File: config.mk
export PLATFORM = sky130hd
export DESIGN_NAME = serial_stream_bridge
export DESIGN_NICKNAME = d
export VERILOG_FILES = /design/src/rtl/serial_stream_bridge.sv
export SDC_FILE = /design/constraint.sdc
export NUM_CORES = 1
export LEC_CHECK = 0
export ABC_AREA = 1
export BUFFER_PORTS_ARGS = -buffer_cell sky130_fd_sc_hd__buf_4
export CORE_ASPECT_RATIO = 2
export CORE_MARGIN = 2
export CORE_UTILIZATION = 55
export DETAILED_ROUTE_END_ITERATION = 10
export PLACE_DENSITY_LB_ADDON = 0.3
export REMOVE_ABC_BUFFERS = 1
export SLEW_MARGIN = 40
export SYNTH_ARGS = -nofsm -noshare
export SYNTH_HDL_FRONTEND = slang
export SYNTH_SLANG_ARGS = --single-unit
File: constraint.sdc
create_clock -name CLOCK_50 -period 3.1 [get_ports CLOCK_50]
set_input_delay 0.31 -clock CLOCK_50 [delete_from_list [all_inputs] [get_ports CLOCK_50]]
set_output_delay 0.31 -clock CLOCK_50 [all_outputs]
set_load 0.05 [all_outputs]
File: src/rtl/serial_stream_bridge.sv
// serial_stream_bridge
// Byte-stream bridge to the Altera_UP_Avalon_RS232 core register port.
// Polls the core for received bytes into a local RX FIFO and drains a local
// TX FIFO into the core whenever the core reports write space. User logic
// sees plain valid/ready byte streams.
// Optional feature: define SERIAL_STREAM_BRIDGE_ECHO_EN to add an echo_en
// input that loops received bytes straight back into the TX FIFO.
module serial_stream_bridge #(
    parameter int RX_DEPTH     = 16,
    parameter int TX_DEPTH     = 16,
    parameter int GAP_CYCLES   = 2,
    parameter int RESET_CYCLES = 4
) (
    input  logic                        CLOCK_50,
    input  logic                        reset,
`ifdef SERIAL_STREAM_BRIDGE_ECHO_EN
    input  logic                        echo_en,
`endif
    output logic                        uart_reset,
    output logic                        uart_address,
    output logic                        uart_read,
    output logic                        uart_write,
    output logic [31:0]                 uart_writedata,
    input  logic [31:0]                 uart_readdata,
    output logic [7:0]                  rx_data,
    output logic                        rx_valid,
    input  logic                        rx_ready,
    input  logic [7:0]                  tx_data,
    input  logic                        tx_valid,
    output logic                        tx_ready,
    output logic [$clog2(RX_DEPTH):0]   rx_count,
    output logic [$clog2(TX_DEPTH):0]   tx_count
);

    localparam int RX_AW = $clog2(RX_DEPTH);
    localparam int TX_AW = $clog2(TX_DEPTH);
    localparam int RX_CW = RX_AW + 1;
    localparam int TX_CW = TX_AW + 1;

    localparam logic [RX_CW-1:0] RX_FULL   = RX_CW'(RX_DEPTH);
    localparam logic [TX_CW-1:0] TX_FULL   = TX_CW'(TX_DEPTH);
    localparam logic [TX_CW-1:0] TX_ALMOST = TX_CW'(TX_DEPTH - 1);

    // Last cycle index of the timed states; a count of 0 or 1 still spends
    // the single cycle the state register needs to leave.
    localparam logic [15:0] RST_LAST = (RESET_CYCLES > 1) ? 16'(RESET_CYCLES - 1) : 16'd0;
    localparam logic [15:0] GAP_LAST = (GAP_CYCLES > 1)   ? 16'(GAP_CYCLES - 1)   : 16'd0;

    typedef enum logic [2:0] {
        S_RST,
        S_IDLE,
        S_RX_RD,
        S_RX_CAP,
        S_WS_RD,
        S_WS_CAP,
        S_TX_WR,
        S_GAP
    } state_t;

    state_t      state;
    state_t      state_next;
    logic [15:0] wait_cnt;
    logic        last_rx;

    logic [7:0]  rx_mem [RX_DEPTH];
    logic [RX_AW-1:0] rx_wr_ptr;
    logic [RX_AW-1:0] rx_rd_ptr;

    logic [7:0]  tx_mem [TX_DEPTH];
    logic [TX_AW-1:0] tx_wr_ptr;
    logic [TX_AW-1:0] tx_rd_ptr;

    // Core readdata fields: data byte, RVALID flag, and the upper half
    // (RAVAIL for the data register, WSPACE for the control register).
    logic        core_rvalid;
    logic [7:0]  core_byte;
    logic [15:0] core_wspace;
    logic        unused_readdata;

    logic        cap_hit;
    logic        rx_push;
    logic        rx_pop;
    logic        rx_elig;
    logic        tx_elig;
    logic        tx_pop;
    logic        user_push;
    logic [1:0]  tx_push_n;

    assign core_rvalid     = uart_readdata[15];
    assign core_byte       = uart_readdata[7:0];
    assign core_wspace     = uart_readdata[31:16];
    assign unused_readdata = ^uart_readdata[14:8];

    assign cap_hit = (state == S_RX_CAP) && core_rvalid;
    assign tx_elig = (tx_count != '0);
    assign tx_pop  = (state == S_TX_WR);

    assign rx_valid = (rx_count != '0);
    assign rx_data  = rx_mem[rx_rd_ptr];
    assign rx_pop   = rx_valid && rx_ready;

`ifdef SERIAL_STREAM_BRIDGE_ECHO_EN
    logic echo_push;
    logic echo_guard;

    assign echo_push = cap_hit && echo_en;
    assign rx_push   = cap_hit && !echo_en;
    assign rx_elig   = echo_en ? (tx_count < TX_FULL) : (rx_count < RX_FULL);
    // While an echo poll is in flight the last free TX slot is reserved
    // for the echoed byte, so a user push cannot steal it.
    assign echo_guard = echo_en && ((state == S_RX_RD) || (state == S_RX_CAP)) &&
                        (tx_count >= TX_ALMOST);
    assign tx_ready  = ((tx_count < TX_FULL) || tx_pop) && !echo_guard;
    assign user_push = tx_valid && tx_ready;
    assign tx_push_n = 2'(echo_push) + 2'(user_push);
`else
    assign rx_push   = cap_hit;
    assign rx_elig   = (rx_count < RX_FULL);
    assign tx_ready  = (tx_count < TX_FULL) || tx_pop;
    assign user_push = tx_valid && tx_ready;
    assign tx_push_n = {1'b0, user_push};
`endif

    // Next-state logic: timed reset hold, round-robin service, poll/capture sequences.
    always_comb begin
        state_next = state;
        case (state)
            S_RST: begin
                if (wait_cnt == RST_LAST) begin
                    state_next = S_IDLE;
                end
            end
            S_IDLE: begin
                if (rx_elig && (!tx_elig || !last_rx)) begin
                    state_next = S_RX_RD;
                end else if (tx_elig) begin
                    state_next = S_WS_RD;
                end
            end
            S_RX_RD:  state_next = S_RX_CAP;
            S_RX_CAP: state_next = S_IDLE;
            S_WS_RD:  state_next = S_WS_CAP;
            S_WS_CAP: state_next = (core_wspace != 16'd0) ? S_TX_WR : S_IDLE;
            S_TX_WR:  state_next = (GAP_CYCLES == 0) ? S_IDLE : S_GAP;
            S_GAP: begin
                if (wait_cnt == GAP_LAST) begin
                    state_next = S_IDLE;
                end
            end
            default:  state_next = S_RST;
        endcase
    end

    // State register, dwell counter for timed states, and round-robin memory.
    always_ff @(posedge CLOCK_50) begin
        if (reset) begin
            state    <= S_RST;
            wait_cnt <= 16'd0;
            last_rx  <= 1'b0;
        end else begin
            state    <= state_next;
            wait_cnt <= (state_next != state) ? 16'd0 : wait_cnt + 16'd1;
            if (state_next == S_RX_RD) begin
                last_rx <= 1'b1;
            end else if (state_next == S_WS_RD) begin
                last_rx <= 1'b0;
            end
        end
    end

    // Core strobes are registered from the next state so each is high
    // exactly while the FSM sits in the matching state.
    always_ff @(posedge CLOCK_50) begin
        if (reset) begin
            uart_reset     <= 1'b1;
            uart_read      <= 1'b0;
            uart_write     <= 1'b0;
            uart_address   <= 1'b0;
            uart_writedata <= 32'd0;
        end else begin
            uart_reset     <= (state_next == S_RST);
            uart_read      <= (state_next == S_RX_RD) || (state_next == S_WS_RD);
            uart_write     <= (state_next == S_TX_WR);
            uart_address   <= (state_next == S_WS_RD);
            uart_writedata <= (state_next == S_TX_WR) ? {24'd0, tx_mem[tx_rd_ptr]} : 32'd0;
        end
    end

    // RX FIFO storage; only written when a captured byte is pushed.
    always_ff @(posedge CLOCK_50) begin
        if (rx_push) begin
            rx_mem[rx_wr_ptr] <= core_byte;
        end
    end

    // RX FIFO pointers and occupancy; push and pop in one cycle cancel out.
    always_ff @(posedge CLOCK_50) begin
        if (reset) begin
            rx_wr_ptr <= '0;
            rx_rd_ptr <= '0;
            rx_count  <= '0;
        end else begin
            if (rx_push) begin
                rx_wr_ptr <= rx_wr_ptr + RX_AW'(1);
            end
            if (rx_pop) begin
                rx_rd_ptr <= rx_rd_ptr + RX_AW'(1);
            end
            rx_count <= rx_count + RX_CW'(rx_push) - RX_CW'(rx_pop);
        end
    end

    // TX FIFO storage; an echoed byte lands ahead of a same-cycle user byte.
    always_ff @(posedge CLOCK_50) begin
`ifdef SERIAL_STREAM_BRIDGE_ECHO_EN
        if (echo_push) begin
            tx_mem[tx_wr_ptr] <= core_byte;
            if (user_push) begin
                tx_mem[tx_wr_ptr + TX_AW'(1)] <= tx_data;
            end
        end else if (user_push) begin
            tx_mem[tx_wr_ptr] <= tx_data;
        end
`else
        if (user_push) begin
            tx_mem[tx_wr_ptr] <= tx_data;
        end
`endif
    end

    // TX FIFO pointers and occupancy; the FSM pops the head in TX_WR.
    always_ff @(posedge CLOCK_50) begin
        if (reset) begin
            tx_wr_ptr <= '0;
            tx_rd_ptr <= '0;
            tx_count  <= '0;
        end else begin
            tx_wr_ptr <= tx_wr_ptr + TX_AW'(tx_push_n);
            if (tx_pop) begin
                tx_rd_ptr <= tx_rd_ptr + TX_AW'(1);
            end
            tx_count <= tx_count + TX_CW'(tx_push_n) - TX_CW'(tx_pop);
        end
    end

endmodule
==> flow_summary.json, run 1 <==
{
  "synth_area_per_cell_um2": 11.8,
  "cts_resized": 0,
  "placementRows": 80,
  "fin_area_um2": 14700,
  "reg2reg_from": "state[2]",
  "synth_top_area_share_pct": 58.3,
  "post_cts.repair.setup_buffers": 0,
  "grt_pass1_vias": 8257,
  "r2r-end": "tx_count[4]",
  "syn_area_um2": 13200,
  "wl_per_cell_um": 18.6,
  "cp.required_ns": 2.79,
  "cts_buffer_depth": 3,
  "drtIter0Drc": 477,
  "drv_slew": 0,
  "worst_pin_slew_ns": 0.866,
  "hp-start": "uart_readdata[7]",
  "dpl.hpwl_um": 19300,
  "n_antenna_cell": 0,
  "period_needed_ns": 2.76,
  "p_total_mw": 10.6,
  "wl_um": 27500,
  "seq_power_share_pct": 46.8,
  "crit_type": "flop to output pin",
  "combinationalPowerShare_pct": 22.6,
  "period_share_pct": 89.2,
  "layout-area-overhead-vs-synth_pct": 11.7,
  "skew_ns": 0.00722,
  "synth_edf_count": 256,
  "leakagePower_nw": 5.28,
  "drive_gt1_share_pct": 12.2,
  "power.switching_mw": 3.23,
  "numPortBuffers": 68,
  "final_cells": 1482,
  "ant_nets": 0,
  "pre_cts_ws_ns": 0.578,
  "core_um2": 23700,
  "r2r_slack_ns": 0.53,
  "hold_end": "rx_mem[13][7]",
  "synth-async-reset-ratio_pct": 0,
  "yosysTopAreaCell": "edfxtp_1",
  "clock-sinks": 318,
  "synth_common_cells": "edfxtp_1 (256), nor2_1 (165), o21ai_0 (96), inv_1 (92), nand2_1 (67)",
  "grt_pass1_wl_um": 42600,
  "arrival_ns": 2.45,
  "dpl_cell_area_um2": 13900,
  "clockRootBuffer": "clkbuf_16",
  "ys_seq_area_share_pct": 67.7,
  "initial_core_util_pct": 55.6,
  "end_kind": "output pin",
  "max-slew-margin-rel_pct": 42.0,
  "yosys_warnings": 0,
  "htreeDepth": 1,
  "clockPowerShare_pct": 30.7,
  "hold_path_depth": 1,
  "drc": 0,
  "dr.pass1.iters": 5,
  "setup_violations": 0,
  "yosysUniqueCellTypes": 35,
  "cts_buffers": 26,
  "swShare_pct": 30.5,
  "num-nets-final": 1245,
  "rsz0062_at_grt": "no",
  "grtUsageTotal_pct": 21.9,
  "synth_flop_cell": "edfxtp_1",
  "placed_cells": 1435,
  "fin_util_pct": 62.1,
  "holdWs_ns": 0.101,
  "clkLatencyLatePin_ns": 0.53,
  "hold_path_class": "primary input to flop",
  "grt_max_degree": 74,
  "vdd_drop_max_v": 0.000639,
  "ioPinCount": 100,
  "internal_power_mw": 7.36,
  "antenna_found_initial": 0,
  "start_kind": "flop",
  "gr-total-overflow": 0,
  "gp_congestion": 0.896,
  "worst_slack_ns": 0.336,
  "fp.dieW_um": 113,
  "synthCells": 1119,
  "die_y_um": 223,
  "cts_tree": "done",
  "vias_per_cell": 5.57,
  "fillers": 1834,
  "die-area_um2": 25300,
  "worst-path-max-fanout": 46,
  "synth.area.top_cells": "edfxtp_1 (58%), dfxtp_1 (9.4%), nor2_1 (4.7%)",
  "clkTransAtPathRegs_ns": 0.07,
  "cts_hold_buf": 0,
  "vias": 8258,
  "synth_seq_cells": 318,
  "reg2reg_depth": 14,
  "power.density_nw_per_um2": 720,
  "hold_violations": 0,
  "max_freq_mhz": 362,
  "synth_most_common_cell": "edfxtp_1",
  "tns_ns": 0,
  "outcome": "completed",
  "cap_violations": 0
}
state kept, by name, summed over array words and instances (netlist names), 3 cells and up, named ones only:
register and flops:
rx_mem 128, tx_mem 128, wait_cnt 16, uart_writedata 8, rx_count 5, tx_count 5, rx_rd_ptr 4, rx_wr_ptr 4
tx_rd_ptr 4, tx_wr_ptr 4, state 3
routing by layer:
layer | vias to the layer above | GRT usage, % | routed length [µm]
met5 | - | 0 | 0
met4 | 0 | 14.0 | 1870
met3 | 82 | 2.42 | 978
met2 | 223 | 43.2 | 15800
met1 | 3938 | 20.6 | 8920
li1 | 4015 | - | -
power by group through the flow:
stage	Sequential [mW]	Combinational (mW)	Clock [mW]
global placement	5.09	2.28	0
global route	4.98	2.63	3.48
finish	4.95	2.39	3.25
CTS	5.01	2.33	3.32
floorplan	5.32	1.39	0
detailed placement	5.10	2.32	0
cell type report:
cell class,count,area (µm²),share of cell area [%]
Tap cell,287,359,2.44
Multi-Input combinational cell,646,3560,24.2
Clock buffer,29,683,4.64
Sequential cell,318,8930,60.7
Clock inverter,17,165,1.12
Inverter,104,390,2.65
Timing Repair Buffer,81,633,4.30
worst max-delay path, stage by stage (launching register included):
cell	delay, ns
dfxtp_4	0.57
buf_12	0.28
buf_4	0.24
mux2i_1	0.25
o211ai_1	0.10
o211ai_1	0.16
nand2_1	0.08
buf_4	0.20
placed cells by master (no fill, tap or decap), drive strengths merged:
cell type  netlist  layout
a21oi           59      59
ha              22      22
o211ai          33      33
clkinvlp         0       3
o22ai            8       8
inv            101     101
nand3           39      39
a211oi           1       1
o21ai          126     126
xnor2            7       7
nor2           177     177
and3             1       1
xor2            10      10
bufinv           0       3
buf             44      81
conb             1      24
edfxtp         256     256
o221ai          24      24
nand2           69      69
mux2i           32      32
fa               2       2
a22oi            1       1
nor3             6       6
nand4            4       4
dfxtp           62      62
a31oi            1       1
clkbuf          29      29
clkinv           3      14
how the worst max path moves through the flow:
stage | start | endpoint | slack (ns) | cells after the start
floorplan | flop | rx_data[2] | -0.32 | 4
global placement | state[2] | tx_count[4] | 0.62 | 14
detailed placement | state[2] | tx_count[4] | 0.58 | 14
CTS | flop | rx_data[6] | 0.14 | 6
global route | flop | rx_data[3] | 0.16 | 7
finish | flop | rx_data[6] | 0.34 | 7
cells by family after synthesis:
family                   share of synthesized area, %
AO/OA/AOI/OAI                                    11.0
adder cells (fa/ha/maj)                          2.39
other                                          0.0284
flip-flops                                       67.7
multiplexers                                     2.43
buffers and inverters                            6.00
AND/OR/NAND/NOR                                  9.29
XOR/XNOR                                         1.13
(Power assumes the default switching activity.)
==> run 2: changes to the inputs <==
- ABC_AREA: 1 -> 0
==> run 2 against run 1 <==
Cell area is 1.1% lower. Total power increased by 1.2%. Via count shrank 21%. Clock skew up 0.0041 ns. Combinational power shrank 5%. Sequential share of layout area rose by 0.69 points. Global-route usage is 0.32 points lower. Worst hold slack got worse by 0.033 ns.
==> flow_summary.json, run 2 <==
{
  "arrival_ns": 3.25,
  "crit_path_top_delay_cell": "or4b_1",
  "synth_common_cells": "edfxtp_1 (256), mux4_2 (80), nor2_1 (75), dfxtp_1 (62), buf_4 (29)",
  "synth-async-reset-ratio_pct": 0,
  "htreeDepth": 1,
  "synth_edf_count": 256,
  "cp.required_ns": 3.52,
  "ant_nets": 0,
  "synth.area.top_cells": "edfxtp_1 (60%), mux4_2 (14%), dfxtp_1 (9.7%)",
  "gr-total-overflow": 0,
  "grt_pass1_vias": 7012,
  "cts_resized": 0,
  "rsz0062_at_grt": "no",
  "yosys_warnings": 0,
  "grt_pass1_wl_um": 39700,
  "cts_buffers": 27,
  "worstPathCellList": "inv_1, ha_1, or4b_1, and2_1, ha_1, inv_1, ha_1, fa_1, a21oi_1, nor2_1, nor2_1, xnor2_1, nor2_1",
  "initial_core_util_pct": 56.0,
  "gp_congestion": 0.783,
  "period_needed_ns": 2.83,
  "post_cts.repair.setup_buffers": 0,
  "die_y_um": 219,
  "drc": 0,
  "fin_util_pct": 64.0,
  "synth_top_area_share_pct": 60.4,
  "yosysUniqueCellTypes": 43,
  "path_buf_inv": 2,
  "fillers": 1530,
  "worst-path-max-fanout": 5,
  "ys_seq_area_share_pct": 70.1,
  "synth_flop_cell": "edfxtp_1",
  "clkLatencyLatePin_ns": 0.54,
  "max-slew-margin-rel_pct": 45.0,
  "max_stage_delay_ns": 0.46,
  "synth_seq_cells": 318,
  "wl_um": 25800,
  "clkTransAtPathRegs_ns": 0.07,
  "synthCells": 728,
  "placementRows": 78,
  "wl_per_cell_um": 23.0,
  "fp.dieW_um": 112,
  "clockRootBuffer": "clkbuf_16",
  "vdd_drop_max_v": 0.000574,
  "ioPinCount": 100,
  "end_kind": "flop",
  "period_share_pct": 91.3,
  "clock-sinks": 318,
  "crit_type": "flop to flop",
  "die-area_um2": 24500,
  "max_freq_mhz": 353,
  "hold_path_class": "primary input to flop",
  "synth_most_common_cell": "edfxtp_1",
  "final_common_cell": "edfxtp_1",
  "hold_violations": 0,
  "drive_gt1_share_pct": 27.2,
  "worst_pin_slew_ns": 0.823,
  "syn_area_um2": 12700,
  "reg_top3": "rx_mem x128, tx_mem x128, wait_cnt x16",
  "leakagePower_nw": 4.91,
  "cts_buffer_depth": 3,
  "num-nets-final": 893,
  "critical-path-top-delay-family": "adder cells",
  "core_um2": 22700,
  "skew_ns": 0.0113,
  "cap_violations": 0,
  "drv_slew": 0,
  "dpl_cell_area_um2": 13600,
  "n_antenna_cell": 0,
  "synth_area_per_cell_um2": 17.5,
  "r2r_slack_ns": 0.27,
  "drtIter0Drc": 388,
  "cts_tree": "done",
  "antenna_found_initial": 0,
  "cts_hold_buf": 0,
  "outcome": "completed",
  "vias_per_cell": 5.79,
  "dr.pass1.iters": 5,
  "layout_common_cells": "edfxtp_1 (256), buf_4 (101), mux4_2 (80)",
  "vias": 6511,
  "yosysTopAreaCell": "edfxtp_1",
  "setup_violations": 0,
  "power.density_nw_per_um2": 737,
  "numPortBuffers": 68,
  "fin_area_um2": 14600,
  "dpl.hpwl_um": 18700,
  "grtUsageTotal_pct": 21.6,
  "grt_max_degree": 36,
  "start_kind": "flop",
  "layout-area-overhead-vs-synth_pct": 14.3
}
run 2: cell types whose count changed after synthesis, sizes merged, moves of 10 or more:
cell,previous run,this run
nand2,69,18
o211ai,33,0
nor2,177,75
inv,101,22
mux4,0,80
nor3,6,16
o221ai,24,0
mux2i,32,1
nand3,39,9
o21ai,126,6
a21oi,59,8
run 2: final cells by class:
class                           count  area, µm²  share of cell area, %
Clock inverter                     20        238                   1.63
Multi-Input combinational cell    353       3470                   23.9
Sequential cell                   318       8930                   61.4
Tap cell                          280        350                   2.41
Clock buffer                       29        683                   4.69
Timing Repair Buffer              103        798                   5.48
Inverter                           22       82.6                  0.567
run 2: stage by stage:
step | setup TNS (ns) | total power, mW | instances | setup WS [ns] | hold WS [ns]
2_1_floorplan | -0.114 | 6.65 | 693 | -0.114 | 0.377
3_3_place_gp | 0 | 7.25 | 1076 | 0.333 | 0.460
3_5_place_dp | 0 | 7.35 | 1076 | 0.274 | 0.481
4_1_cts | 0 | 10.8 | 1125 | 0.267 | 0.0468
5_1_grt | 0 | 11.2 | 1125 | 0.124 | 0.0625
6_report | 0 | 10.7 | 1125 | 0.271 | 0.0685
run 2: path summary, 6_finish.rpt:
path / depth (start not counted) / from / end
max: 13 / rx_count[3] / rx_count[4]
min: 1 / tx_data[0] / tx_mem[11][0]
max reg2reg: 13 / rx_count[3] / rx_count[4]
min reg2reg: 1 / wait_cnt[0] / wait_cnt[0]
run 2: power breakdown:
part / switching [mW] / internal (mW)
Clock: 1.47 / 2.02
Combinational: 1.34 / 0.943
Sequential: 0.160 / 4.79
run 2: kinds of logic (layout without fill, tap and decap cells):
| family | Yosys count | count (layout) | share of synthesized area [%] |
|---|---|---|---|
| and+or+nand+nor | 167 | 167 | 6.37 |
| xor gates and xnor gates | 32 | 32 | 2.20 |
| other | 1 | 24 | 0.0295 |
| adders and majority gates | 24 | 24 | 2.48 |
| DFF | 318 | 318 | 70.1 |
| AOI/OAI and AO/OA | 25 | 25 | 1.27 |
| buffers and inverters | 80 | 174 | 3.30 |
| muxes | 81 | 81 | 14.2 |
run 2: metal layers:
layer	wire length (µm)	vias to the layer above	track usage, %	share of wire, %
met5	0	-	0	0
met4	806	0	8.60	3.1
met3	860	55	2.35	3.3
met2	16200	184	45.7	63
met1	7980	3322	20.3	31
li1	-	2950	-	-
